$ cat config.mk
export PLATFORM = sky130hd
export DESIGN_NAME = cla4_adder
export DESIGN_NICKNAME = d
export VERILOG_FILES = /design/src/rtl/cla_pkg.sv /design/src/rtl/cla4_core.sv /design/src/rtl/cla4_adder.sv
export SDC_FILE = /design/constraint.sdc
export NUM_CORES = 1
export LEC_CHECK = 0
export BUFFER_PORTS_ARGS = -buffer_cell sky130_fd_sc_hd__buf_2
export CAP_MARGIN = 20
export CORE_MARGIN = 1
export CORE_UTILIZATION = 40
export CTS_CLUSTER_DIAMETER = 40
export DETAILED_ROUTE_END_ITERATION = 8
export PLACE_DENSITY = 0.77
export SLEW_MARGIN = 20
export SYNTH_ARGS = -nofsm -noshare
export SYNTH_HDL_FRONTEND = slang
export SYNTH_SLANG_ARGS = --single-unit
export TNS_END_PERCENT = 20
$ cat constraint.sdc
create_clock -name clk -period 1.11 [get_ports clk]
set_input_delay 0.111 -clock clk [delete_from_list [all_inputs] [get_ports clk]]
set_output_delay 0.111 -clock clk [all_outputs]
set_load 0.02 [all_outputs]
$ cat src/rtl/cla_pkg.sv
// Shared width constant and result record for the 4-bit carry-lookahead adder.
package cla_pkg;

  localparam int unsigned CLA_W = 4;

  typedef struct packed {
    logic             cout;
    logic [CLA_W-1:0] y;
    logic             pg;
    logic             gg;
  } cla_res_t;

endpackage

$ cat src/rtl/cla4_core.sv
// Combinational 4-bit carry-lookahead: two-level carries plus group propagate/generate.
module cla4_core
  import cla_pkg::*;
(
  input  logic [CLA_W-1:0] a,
  input  logic [CLA_W-1:0] b,
  input  logic             cin,
  output logic [CLA_W-1:0] y,
  output logic             cout,
  output logic             pg,
  output logic             gg
);

  logic [CLA_W-1:0] g;
  logic [CLA_W-1:0] p;
  logic [CLA_W:0]   c;

  always_comb begin
    g = a & b;
    p = a ^ b;

    // Every carry is a flat sum-of-products of g/p/cin; no carry feeds another.
    c[0] = cin;
    c[1] = g[0] | (p[0] & cin);
    c[2] = g[1] | (p[1] & g[0]) | (p[1] & p[0] & cin);
    c[3] = g[2] | (p[2] & g[1]) | (p[2] & p[1] & g[0])
         | (p[2] & p[1] & p[0] & cin);
    c[4] = g[3] | (p[3] & g[2]) | (p[3] & p[2] & g[1])
         | (p[3] & p[2] & p[1] & g[0]) | (p[3] & p[2] & p[1] & p[0] & cin);

    y    = p ^ c[CLA_W-1:0];
    cout = c[4];
    pg   = &p;
    gg   = g[3] | (p[3] & g[2]) | (p[3] & p[2] & g[1]) | (p[3] & p[2] & p[1] & g[0]);
  end

endmodule

$ cat src/rtl/cla4_adder.sv
// Registered 4-bit CLA adder: one-cycle latency, results hold while in_valid is low.
module cla4_adder
  import cla_pkg::*;
(
  input  logic [CLA_W-1:0] a,
  input  logic [CLA_W-1:0] b,
  input  logic             cin,
  output logic             cout,
  output logic [CLA_W-1:0] y,
  input  logic             clk,
  input  logic             rst,
  input  logic             in_valid,
  output logic             out_valid,
  output logic             pg,
  output logic             gg
);

  cla_res_t core_res;
  cla_res_t res_d;
  cla_res_t res_q;
  logic     valid_q;

  cla4_core u_core (
    .a    (a),
    .b    (b),
    .cin  (cin),
    .y    (core_res.y),
    .cout (core_res.cout),
    .pg   (core_res.pg),
    .gg   (core_res.gg)
  );

  always_comb begin
    res_d = res_q;
    if (in_valid) res_d = core_res;
  end

  always_ff @(posedge clk) begin
    if (rst) begin
      res_q   <= '0;
      valid_q <= 1'b0;
    end else begin
      res_q   <= res_d;
      valid_q <= in_valid;
    end
  end

  assign cout      = res_q.cout;
  assign y         = res_q.y;
  assign pg        = res_q.pg;
  assign gg        = res_q.gg;
  assign out_valid = valid_q;

endmodule

### Yosys cells after proc, flatten, opt, wreduce, memory -nomap -nowiden

Cells that the tools add are included.

* bits in registers: 8
* latch bits: 0
* bits in writable memories: 0
* memory bits (read-only): 0
* input bits: 12
* word-level logic and storage cells: 35
* memories: 0

* $add $sub $neg: 0
* multipliers: 0
* div/mod/pow operators: 0
* $lt $le $gt $ge: 0
* eq/ne operators: 0
* shift operators: 0
* muxes and demuxes: 0
* bitwise logic cells: 29
* reduce and logical (&&, ||, !) cells: 1

Operators by type and width (count)
* 1-bit bitwise AND: 16
* 1-bit OR: 10
* 4-bit bitwise XOR: 2
* 4-bit bitwise AND: 1
* 4-bit AND reduction: 1

### Logic depth before layout (Yosys ltp)

Gate-level depths: netlist of run 1.

* word-level depth: 6
* depth in mapped cells: 5

### Cells and area by module

Synthesis of run 1 repeated with hierarchy kept, for this count alone.

* cells, all modules: 48
* area, all modules: 473.0 µm²

By module, submodules not included
* cla4_adder: times used 1, cells an instance 25, area each 277.8 µm², seq. area each 160.2 µm²
* cla4_core: times used 1, cells an instance 23, area each 195.2 µm², seq. area each 0.0 µm²

### Worst setup path before layout of run 1

No wires, ideal clock.

* path kind: in2reg
* start: input port a[0]
* end: register res_q (netlist bit y[2])
* arrival: 1.057 ns
* setup slack: -0.029 ns
* stages: 4
* path buffers: 0
* cell sequence: ha_1 > a21o_1 > a2111o_1 > o221ai_1

* longest elaborated chain between the ends: 5

Ends and longest elaborated chain
* start: declaration: line cla4_adder.sv:5 `input logic [CLA_W-1:0] a,`
* 4-bit bitwise AND or 4-bit bitwise XOR (tied branches): line cla4_core.sv:19, cla4_core.sv:20
* 1-bit bitwise AND: line cla4_core.sv:25 `c[2] = g[1] | (p[1] & g[0]) | (p[1] & p[0] & cin);`
* 1-bit OR or 1-bit bitwise AND (tied branches): line cla4_core.sv:25
* 1-bit OR (*): line cla4_core.sv:25
* 4-bit bitwise XOR (*): line cla4_core.sv:31 `y = p ^ c[CLA_W-1:0];`
* end signal: assignment: line cla4_adder.sv:43 `res_q <= res_d;`
* end: declaration: line cla4_adder.sv:20 `cla_res_t res_q;`

Mark *: on every way between the ends. The rest lies on a longest branch, timed or not.
A chain may end at the register's enable or synchronous reset.

### Worst setup path in the final report of run 1

* start: input port a[2]
* end: register res_q (netlist bit y[3])

* longest elaborated chain between the ends: 6

Ends and longest elaborated chain
* 4-bit bitwise XOR: line cla4_core.sv:20 `p = a ^ b;`
* 1-bit bitwise AND, on equally long branches: line cla4_core.sv:26, cla4_core.sv:27
* 1-bit OR (tied with other cells): line cla4_core.sv:26 `c[3] = g[2] | (p[2] & g[1]) | (p[2] & p[1] & g[0])`
* 1-bit OR or 1-bit bitwise AND (tied branches): line cla4_core.sv:26, cla4_core.sv:27
* 1-bit OR (*): line cla4_core.sv:27 `| (p[2] & p[1] & p[0] & cin);`
* 4-bit bitwise XOR (*): line cla4_core.sv:31

Marked as above.

==> results of run 1 <==
-- routing by layer --
layer / wire [um] / part of all wire (%)
met4: 0 / 0
met2: 518 / 48
met1: 490 / 45
met3: 68 / 6.3
met5: 0 / 0
-- cell families after synthesis --
family                   after synthesis
buffers and inverters                  6
flip-flops                             8
multiplexers                           2
adder cells (fa/ha/maj)                6
AO/OA/AOI/OAI                         14
XOR/XNOR                               1
AND/OR/NAND/NOR                       17
-- cell usage after synthesis --
library cell  count  share of area (%)
nor3b_1           2                2.9
dfxtp_1           8                 31
nand2_1           1               0.72
or2_0             1                1.2
fa_1              1                3.8
nand4_1           1                1.2
o211ai_1          1                1.4
buf_4             1                1.4
and3_1            1                1.2
mux2i_1           2                3.8
and4_2            1                1.9
a21oi_1           3                2.9
nand3_1           1               0.96
xnor2_1           1                1.7
ha_1              5                 12
inv_1             4                2.9
o221ai_1          2                3.4
and2b_1           1                1.4
o21ai_2           1                1.7
a21o_1            2                2.9
a211oi_1          1                1.4
a2111o_1          1                2.2
nand3b_1          1                1.4
or3b_1            1                1.7
nand2b_2          1                1.7
buf_2             1               0.96
a31oi_1           1                1.2
and3_4            1                2.2
nand2b_1          1                1.2
a311oi_2          1                2.9
nor2_1            3                2.2
o21ai_0           1               0.96
-- report_power, final --
| group | leakage [uW] | internal [uW] | total [uW] | switching (uW) |
|---|---|---|---|---|
| Combinational | 0.000242 | 102 | 225 | 123 |
| Sequential | 0.0000660 | 311 | 322 | 10.8 |
| Clock | 0.0000138 | 124 | 234 | 110 |
| Total | 0.000322 | 537 | 781 | 244 |
-- per-stage QoR --
step	area (sq um)	total power [uW]
floorplan	534	477
global placement	649	546
detailed placement	649	555
CTS	672	795
global route	672	837
finish	672	781
-- final cells by class --
type	count	share of cell area (%)
sequential	8	23.8
tap	14	2.61
inverter	4	2.23
timing repair buffer	21	16.4
multi-input combinational	40	51.6
clock buffer	3	3.35
-- worst max path at each step --
stage	end	slack (ns)	cells past startpoint
after floorplan	y[3]$_SDFFE_PP0P_	0.05	4
after global placement	y[2]$_SDFFE_PP0P_	-0.11	5
after detailed placement	y[3]$_SDFFE_PP0P_	-0.16	5
after CTS	y[3]$_SDFFE_PP0P_	0.11	5
after global routing	y[3]$_SDFFE_PP0P_	0.05	5
final	y[3]$_SDFFE_PP0P_	0.11	5
-- sequential cells by signal (all words and copies together), names as in the netlist --
signal and cells:
pg 1, cout 1, gg 1, out_valid 1, y 4
==> qor.txt, run 1 <==
Outcome -> finished clean
Worst path top cell family by delay -> simple AND/OR/NAND/NOR gates
Flops & latches, synth -> 8
Total grt overflow -> 0
Row cnt -> 12
Min Tclk post-route -> 1.00 ns
Grt peak-use layer -> met2
Cell Pwr Density -> 1160 nW/um^2
Met2 usage -> 28.8%
Mux contribution to synthesized area -> 3.84%
Ant diodes -> 0
Global-route track usage on met3 -> 8.72%
Critical path's largest stage delay -> 0.35 ns
Routed WL per cell -> 12.0 um
Vias post-DR -> 478
Antenna Nets Post-Route -> 0
Most common cell after layout, fill and taps aside -> buf_2
Routed WL -> 1080 um
Cell area after synthesis -> 522 sq um
Ys Warns -> 0
Worst R2R End -> y[3]$_SDFFE_PP0P_
Clock Sinks -> 8
R2r setup slk -> 0.33 ns
CP max stage cell -> ha_1
Worst hold path depth -> 2
GRT Resource Usage Total -> 18.1%
Worst reg2reg path startpoint -> y[3]$_SDFFE_PP0P_
H-Tree Depth -> 1
Cell count after placement -> 87
Final Skew -> 0 ns
Post-synthesis sequential area ratio -> 30.7%
Post-Layout Cell Count -> 90
Initial DRC count -> 3
Syn Inst Count -> 54
Worst hold start -> rst
First-pass detailed-route iteration total -> 2
Leading cell types in the layout, fill and taps excluded -> 19 x buf_2, 8 x dfxtp_1, 4 x inv_1, 4 x ha_1
Cell leakage power -> 0.000322 uW
CP cell instances -> buf_2 > ha_1 > and3_4 > or2_0 > o211ai_1
Worst-Margin Slew -> 0.278 ns
Endpoint class of the critical path -> flop
Syn_nets -> 72
Vias per cell -> 5.31
Top Ports -> 20
Largest net degree at the start of global routing -> 17
Nets@finish -> 96
Root Buffer -> clkbuf_4
RD Place Congestion -> 0.691
Area Overhead vs Synth -> 28.8%
First-pass GRT wire length -> 1740 um
Die H -> 38.1 um
Setup-failing EPs final -> 0
Multi-input gate area -> 347 sq um
Hold WS -> 0.166 ns
Die area -> 1450 sq um
Cts hold-fix bufs -> 0
Core ar. -> 1160 sq um
CTS Buf Count -> 3
FF-to-FF path depth -> 3
Hold Path Class -> primary input to flop
Min-Delay Endpoint -> gg$_SDFFE_PP0P_
Reg area -> 160 sq um
Clk buf depth -> 2
Drc violations -> 0
Buf+Inv Stages, Crit Path -> 1
Post-Synth Adder-Cell Area -> 15.8%
Count of different cell masters after synthesis -> 32
CTS resizes -> 0
Required time of the critical path -> 1.28 ns
Critical Path AT -> 1.17 ns
Peak VDD IR -> 0.000594 V
Initial antenna violation count -> 0
Place WS -> -0.162 ns
Max cap viols -> 0
Final setup TNS -> 0 ns
CTS tree -> built
Number of I/O port buffers -> 19
Die X -> 38.1 um
Worst setup SP type -> primary input
Worst setup startpoint -> a[2]
Post-Synth XOR/XNOR Area -> 1.68%
Share of layout cells above drive strength 1 -> 39.5%
Largest family of logic cells by synthesized area -> simple AND/OR/NAND/NOR gates
Crit path max fanout -> 6
PnR worst setup slack -> 0.110 ns
Later-pin clock latency in the skew report -> 0.26 ns
Tcrit/Tclk final -> 90.0%
Mean Syn Cell Area -> 9.66 sq um
Fill cell count -> 113
RSZ-0062 raised after global routing -> false
Initial Util -> 45.1%
Hold violation count in the final report -> 0
Crit Path Category -> primary input to flop
Complex-gate fraction of the synthesized area -> 20.9%
Post-Synth Simple-Gate Area -> 21.8%
Clk slew on worst S/H paths -> 0.05 ns
Vias in the first global route -> 419
Max Slew Vio Count -> 0
Met1 GRT Util -> 21.3%
FMAX -> 1000 MHz
Slew HR -> 81.5%
Final Util -> 58.1%
Post-CTS setup buffers -> 0
(Power assumes the default switching activity.)
==> run 2, diff against run 1 <==
CELL_PAD_IN_SITES_DETAIL_PLACEMENT = 0   (was not set)
CELL_PAD_IN_SITES_GLOBAL_PLACEMENT = 1   (was not set)
CORE_UTILIZATION = 30   (was 40)
PLACE_DENSITY = 0.78   (was 0.77)
==> run 2 against run 1 <==
Against the previous run: the run now ends with DRC left; sequential power barely moved; die area rose by 31%; clock power fell by 7%; wire length fell by 1.0%; fmax rose by 2.5%; register-to-register slack barely moved; first-iteration DRC count rose by 130%; count of clock-buffer cells in the layout did not move; worst hold slack improved by 0.0088 ns; via count rose by 2.5%; global-route usage fell by 5.3 points; highest routed layer is now met4.
==> qor.txt, run 2 (same netlist as run 1, synthesis figures left out) <==
Outcome -> finished with violations
Failing checks -> DRC
Row cnt -> 14 (+2)
Initial Util -> 33.5% (-12 points)
Worst-Margin Slew -> 0.225 ns (-0.0530 ns)
Core ar. -> 1560 sq um (+35%)
CP cell instances -> buf_2 > ha_4 > a21o_1 > a2111o_1 > o221ai_1
Min Tclk post-route -> 0.975 ns (-0.0243 ns)
Critical Path AT -> 1.14 ns (-0.03 ns)
PnR worst setup slack -> 0.135 ns (+0.0243 ns)
CP max stage cell -> a2111o_1
Most common cell after layout, fill and taps aside -> buf_2
Vias post-DR -> 490 (+2.5%)
Crit path max fanout -> 4 (-2)
Crit Path Category -> primary input to flop
Later-pin clock latency in the skew report -> 0.25 ns (about the same)
Antenna Nets Post-Route -> 0 (unchanged)
Clk buf depth -> 2 (unchanged)
Fill cell count -> 168 (+49%)
Initial antenna violation count -> 0 (unchanged)
Worst path top cell family by delay -> compound AO/OA/AOI/OAI gates
FMAX -> 1030 MHz (+2.5%)
Cell Pwr Density -> 1120 nW/um^2 (-3.6%)
CTS resizes -> 0 (unchanged)
Share of layout cells above drive strength 1 -> 40.3% (+0.79 points)
Die H -> 43.7 um (+15%)
Vias per cell -> 5.27 (-0.80%)
CTS tree -> built
Area Overhead vs Synth -> 30.7%
First-pass GRT wire length -> 1720 um (-1.2%)
Root Buffer -> clkbuf_4
Post-CTS setup buffers -> 0 (unchanged)
RSZ-0062 raised after global routing -> false
Endpoint class of the critical path -> flop
Hold violation count in the final report -> 0 (unchanged)
Leading cell types in the layout, fill and taps excluded -> 19 x buf_2, 8 x dfxtp_1, 4 x inv_1, 4 x ha_1
Setup-failing EPs final -> 0 (unchanged)
H-Tree Depth -> 1 (unchanged)
RD Place Congestion -> 0.712 (+3.1%)
First-pass detailed-route iteration total -> 6 (+4)
Hold Path Class -> primary input to flop
Number of I/O port buffers -> 19 (unchanged)
Clock Sinks -> 8 (unchanged)
Final Skew -> 0 ns (unchanged)
Cts hold-fix bufs -> 0 (unchanged)
Worst setup SP type -> primary input
DPL Wire Length -> 836 um
Peak VDD IR -> 0.000419 V (-29%)
Routed WL per cell -> 11.5 um (-4.2%)
Critical path's largest stage delay -> 0.40 ns (+0.05 ns)
Final setup TNS -> 0 ns (unchanged)
Ant diodes -> 0 (unchanged)
Drc violations -> 1 (+1)
Largest net degree at the start of global routing -> 12 (-5)
Slew HR -> 85.0% (+3.5 points)
Buf+Inv Stages, Crit Path -> 1 (unchanged)
Hold WS -> 0.175 ns (+0.00880 ns)
Max Slew Vio Count -> 0 (unchanged)
Die area -> 1910 sq um (+31%)
Max cap viols -> 0 (unchanged)
Cell leakage power -> 0.000326 uW (+1.5%)
CTS Buf Count -> 3 (unchanged)
Required time of the critical path -> 1.28 ns (about the same)
Tcrit/Tclk final -> 87.9% (-2.2 points)
Top Ports -> 20 (unchanged)
GRT Resource Usage Total -> 12.8% (-5.3 points)
Final Util -> 43.7% (-14 points)
Routed WL -> 1070 um (-1.0%)
Initial DRC count -> 7 (+4)
Total grt overflow -> 0 (unchanged)
Die X -> 43.7 um (+15%)
Place WS -> -0.121 ns (+0.0404 ns)
Vias in the first global route -> 436 (+4.1%)
Max FFs per register -> 4 (unchanged)
Nets@finish -> 97 (+1.0%)
Clk slew on worst S/H paths -> 0.05 ns (about the same)
[run 2: changes by cell type in the layout (fill, tap and decap cells not counted)]
| cell | before | now |
|---|---|---|
| buf_4 | 2 | 3 |
[run 2: final timing paths]
check,from,endpoint,slack [ns],depth (start not counted)
setup / recovery,a[0],y[2]$_SDFFE_PP0P_,0.13,5
hold / removal,rst,gg$_SDFFE_PP0P_,0.18,2
setup reg to reg,y[3]$_SDFFE_PP0P_,y[3]$_SDFFE_PP0P_,0.34,3
hold reg to reg,pg$_SDFFE_PP0P_,pg$_SDFFE_PP0P_,0.47,2
[run 2: cell type report]
| class | instances | area (sq um) | share of cell area [%] |
|---|---|---|---|
| Multi-Input combinational cell | 40 | 347 | 50.8 |
| Sequential cell | 8 | 160 | 23.5 |
| Timing Repair Buffer | 22 | 118 | 17.2 |
| Clock buffer | 3 | 22.5 | 3.30 |
| Tap cell | 16 | 20.0 | 2.94 |
| Inverter | 4 | 15.0 | 2.20 |
[run 2: report_power, final]
part,switching (uW),internal [uW],total (uW)
Clock,93.6,123,217
Sequential,10.4,311,322
Combinational,123,104,226
[run 2: layer usage]
layer / share of wire (%) / routed length [um] / global-route usage, % / vias up
met1: 44 / 469 / 14.8 / 224
met3: 6.6 / 70 / 5.00 / 4
met4: 2.5 / 27 / 11.3 / 0
li1: - / - / - / 246
met5: 0 / 0 / 0 / -
met2: 47 / 499 / 18.2 / 16
[run 2: metrics by stage]
stage	power, uW	std cells	instance area (sq um)
floorplan	477	54	534
global placement	553	90	659
detailed placement	557	90	659
CTS	787	93	682
global route	826	93	682
finish	765	93	682
==> run 3, diff against run 2 <==
clock period = 0.8 ns   (was 1.11 ns; I/O delays follow)
==> run 3 against run 2 <==
Against the previous run: the flow finishes with violations (DRC, setup timing); die area did not move; first-iteration DRC count is 43% lower; count of clock-buffer cells in the layout unchanged.
==> qor.txt, run 3 (same netlist as run 1, synthesis figures left out) <==
CP cell instances -> buf_6 > ha_4 > a21o_1 > or2_0 > o211ai_1
Antenna Nets Post-Route -> 0 (unchanged)
Worst setup startpoint -> b[2]
Min Tclk post-route -> 0.846 ns
Clk slew on worst S/H paths -> 0.05 ns (about the same)
FF-to-FF path depth -> 3 (unchanged)
DPL Wire Length -> 960 um (+15%)
Number of I/O port buffers -> 19 (unchanged)
Die H -> 43.7 um (unchanged)
Stages on worst setup path -> 5 (unchanged)
Required time of the critical path -> 0.98 ns (-0.30 ns)
Worst-Margin Slew -> 0.251 ns (+0.0258 ns)
Crit Path Category -> primary input to flop
Share of layout cells above drive strength 1 -> 59.5% (+19 points)
Post-Layout Cell Count -> 100 (+7.5%)
GRT Resource Usage Total -> 14.8% (+2.0 points)
Buf+Inv Stages, Crit Path -> 1 (unchanged)
First-pass detailed-route iteration total -> 6 (unchanged)
Max Slew Vio Count -> 0 (unchanged)
Die area -> 1910 sq um (unchanged)
Crit path to -> y[3]$_SDFFE_PP0P_
R2r setup slk -> 0.03 ns (-0.31 ns)
Hold violation count in the final report -> 0 (unchanged)
Critical path's largest stage delay -> 0.24 ns (-0.16 ns)
CTS tree -> built
Clk buf depth -> 2 (unchanged)
Top Ports -> 20 (unchanged)
FMAX -> 1180 MHz
Routed WL per cell -> 12.1 um (+5.8%)
RSZ-0062 raised after global routing -> true
Drc violations -> 2 (+1)
Initial DRC count -> 4 (-3)
Crit path max fanout -> 6 (+2)
Endpoint class of the critical path -> flop
Ant diodes -> 0 (unchanged)
Cell leakage power -> 0.000381 uW (+17%)
Later-pin clock latency in the skew report -> 0.25 ns (about the same)
Vias post-DR -> 520 (+6.1%)
Most common cell after layout, fill and taps aside -> buf_4
Post-CTS setup buffers -> 0 (unchanged)
Root Buffer -> clkbuf_4
Leading cell types in the layout, fill and taps excluded -> 11 x buf_4, 10 x buf_6, 7 x buf_2, 6 x dfxtp_2
Max cap viols -> 0 (unchanged)
Die X -> 43.7 um (unchanged)
Worst path top cell family by delay -> compound AO/OA/AOI/OAI gates
H-Tree Depth -> 1 (unchanged)
Cell Pwr Density -> 1390 nW/um^2 (+24%)
Cell count after placement -> 97 (+7.8%)
Row cnt -> 14 (unchanged)
Worst reg2reg path startpoint -> y[3]$_SDFFE_PP0P_
Vias in the first global route -> 525 (+20%)
Worst R2R End -> y[3]$_SDFFE_PP0P_
Peak VDD IR -> 0.000598 V (+43%)
Outcome -> finished with violations
CP max stage cell -> ha_4
CTS Buf Count -> 3 (unchanged)
Routed WL -> 1210 um (+14%)
Vias per cell -> 5.20 (-1.3%)
Core ar. -> 1560 sq um (unchanged)
Slew HR -> 83.3% (-1.7 points)
Clock Sinks -> 8 (unchanged)
Largest net degree at the start of global routing -> 9 (-3)
Failing checks -> DRC, setup timing
Initial antenna violation count -> 0 (unchanged)
First-pass GRT wire length -> 2100 um (+22%)
Total grt overflow -> 0 (unchanged)
Nets@finish -> 104 (+7.2%)
Area Overhead vs Synth -> 66.4%
Hold Path Class -> primary input to flop
Max FFs per register -> 4 (unchanged)
Final Skew -> 0 ns (unchanged)
Setup-failing EPs final -> 2 (+2)
Final setup TNS -> -0.0922 ns (-0.0922 ns)
Worst hold path depth -> 3 (+1)
Critical Path AT -> 1.02 ns (-0.12 ns)
RD Place Congestion -> 0.727 (+2.0%)
Worst setup SP type -> primary input
Final Total Pwr -> 1210 uW (+58%)
Worst hold start -> rst
PnR worst setup slack -> -0.0465 ns (-0.181 ns)
Tcrit/Tclk final -> 106%
Initial Util -> 33.5% (unchanged)
[run 3: cell count changes in the layout (fill, tap and decap cells not counted), moves of 3 or more]
cell,change
ha_1,-3
dfxtp_1,-6
buf_2,-12
buf_6,+10
buf_4,+8
dfxtp_2,+6
ha_4,+3
[run 3: area by class of cell]
type / instances / area [sq um]
flip-flops and latches: 8 / 168
inverters: 4 / 15.0
repair buffers: 29 / 245
clock buffers: 3 / 22.5
multi-input cells: 40 / 398
fillers: 139 / 691
well taps: 16 / 20.0
[run 3: metal layers]
layer	global-route usage, %	vias to the layer above	routed length (um)
li1	-	261	-
met1	19.8	241	556
met4	9.38	0	19
met3	1.25	2	43
met5	0	-	0
met2	22.7	16	595
[run 3: timing repair]
item,4_1_cts,5_1_grt
setup endpoints to repair,13,13
cloned,0,0
hold buffers,0,0
pin swaps,0,6
resized for setup,24,8
[run 3: through the flow]
stage	hold slack [ns]	cell area, sq um	util, %	worst slack [ns]
after global placement	0.419	737	47.3	-0.319
after floorplan	0.227	559	-	-0.148
after detailed placement	0.435	737	47.3	-0.359
after CTS	0.158	836	53.6	-0.0404
after global routing	0.193	868	55.7	-0.0688
final	0.171	868	55.7	-0.0465
[run 3: worst register-to-register path, stage by stage (launching register included)]
cell	delay, ns
dfxtp_1	0.31
nor3b_1	0.13
a21oi_1	0.12
o211ai_1	0.09
[run 3: power by group]
group / internal, uW / leakage (uW) / switching [uW]
Clock: 172 / 0.0000138 / 136
Combinational: 243 / 0.000299 / 195
Sequential: 437 / 0.0000682 / 22.4
Total: 852 / 0.000381 / 353
[run 3: how the worst min path moves through the flow]
stage,to
4_1_cts,pg$_SDFFE_PP0P_
3_5_place_dp,pg$_SDFFE_PP0P_
5_1_grt,pg$_SDFFE_PP0P_
3_3_place_gp,pg$_SDFFE_PP0P_
2_1_floorplan,out_valid$_SDFF_PP0_
6_report,pg$_SDFFE_PP0P_
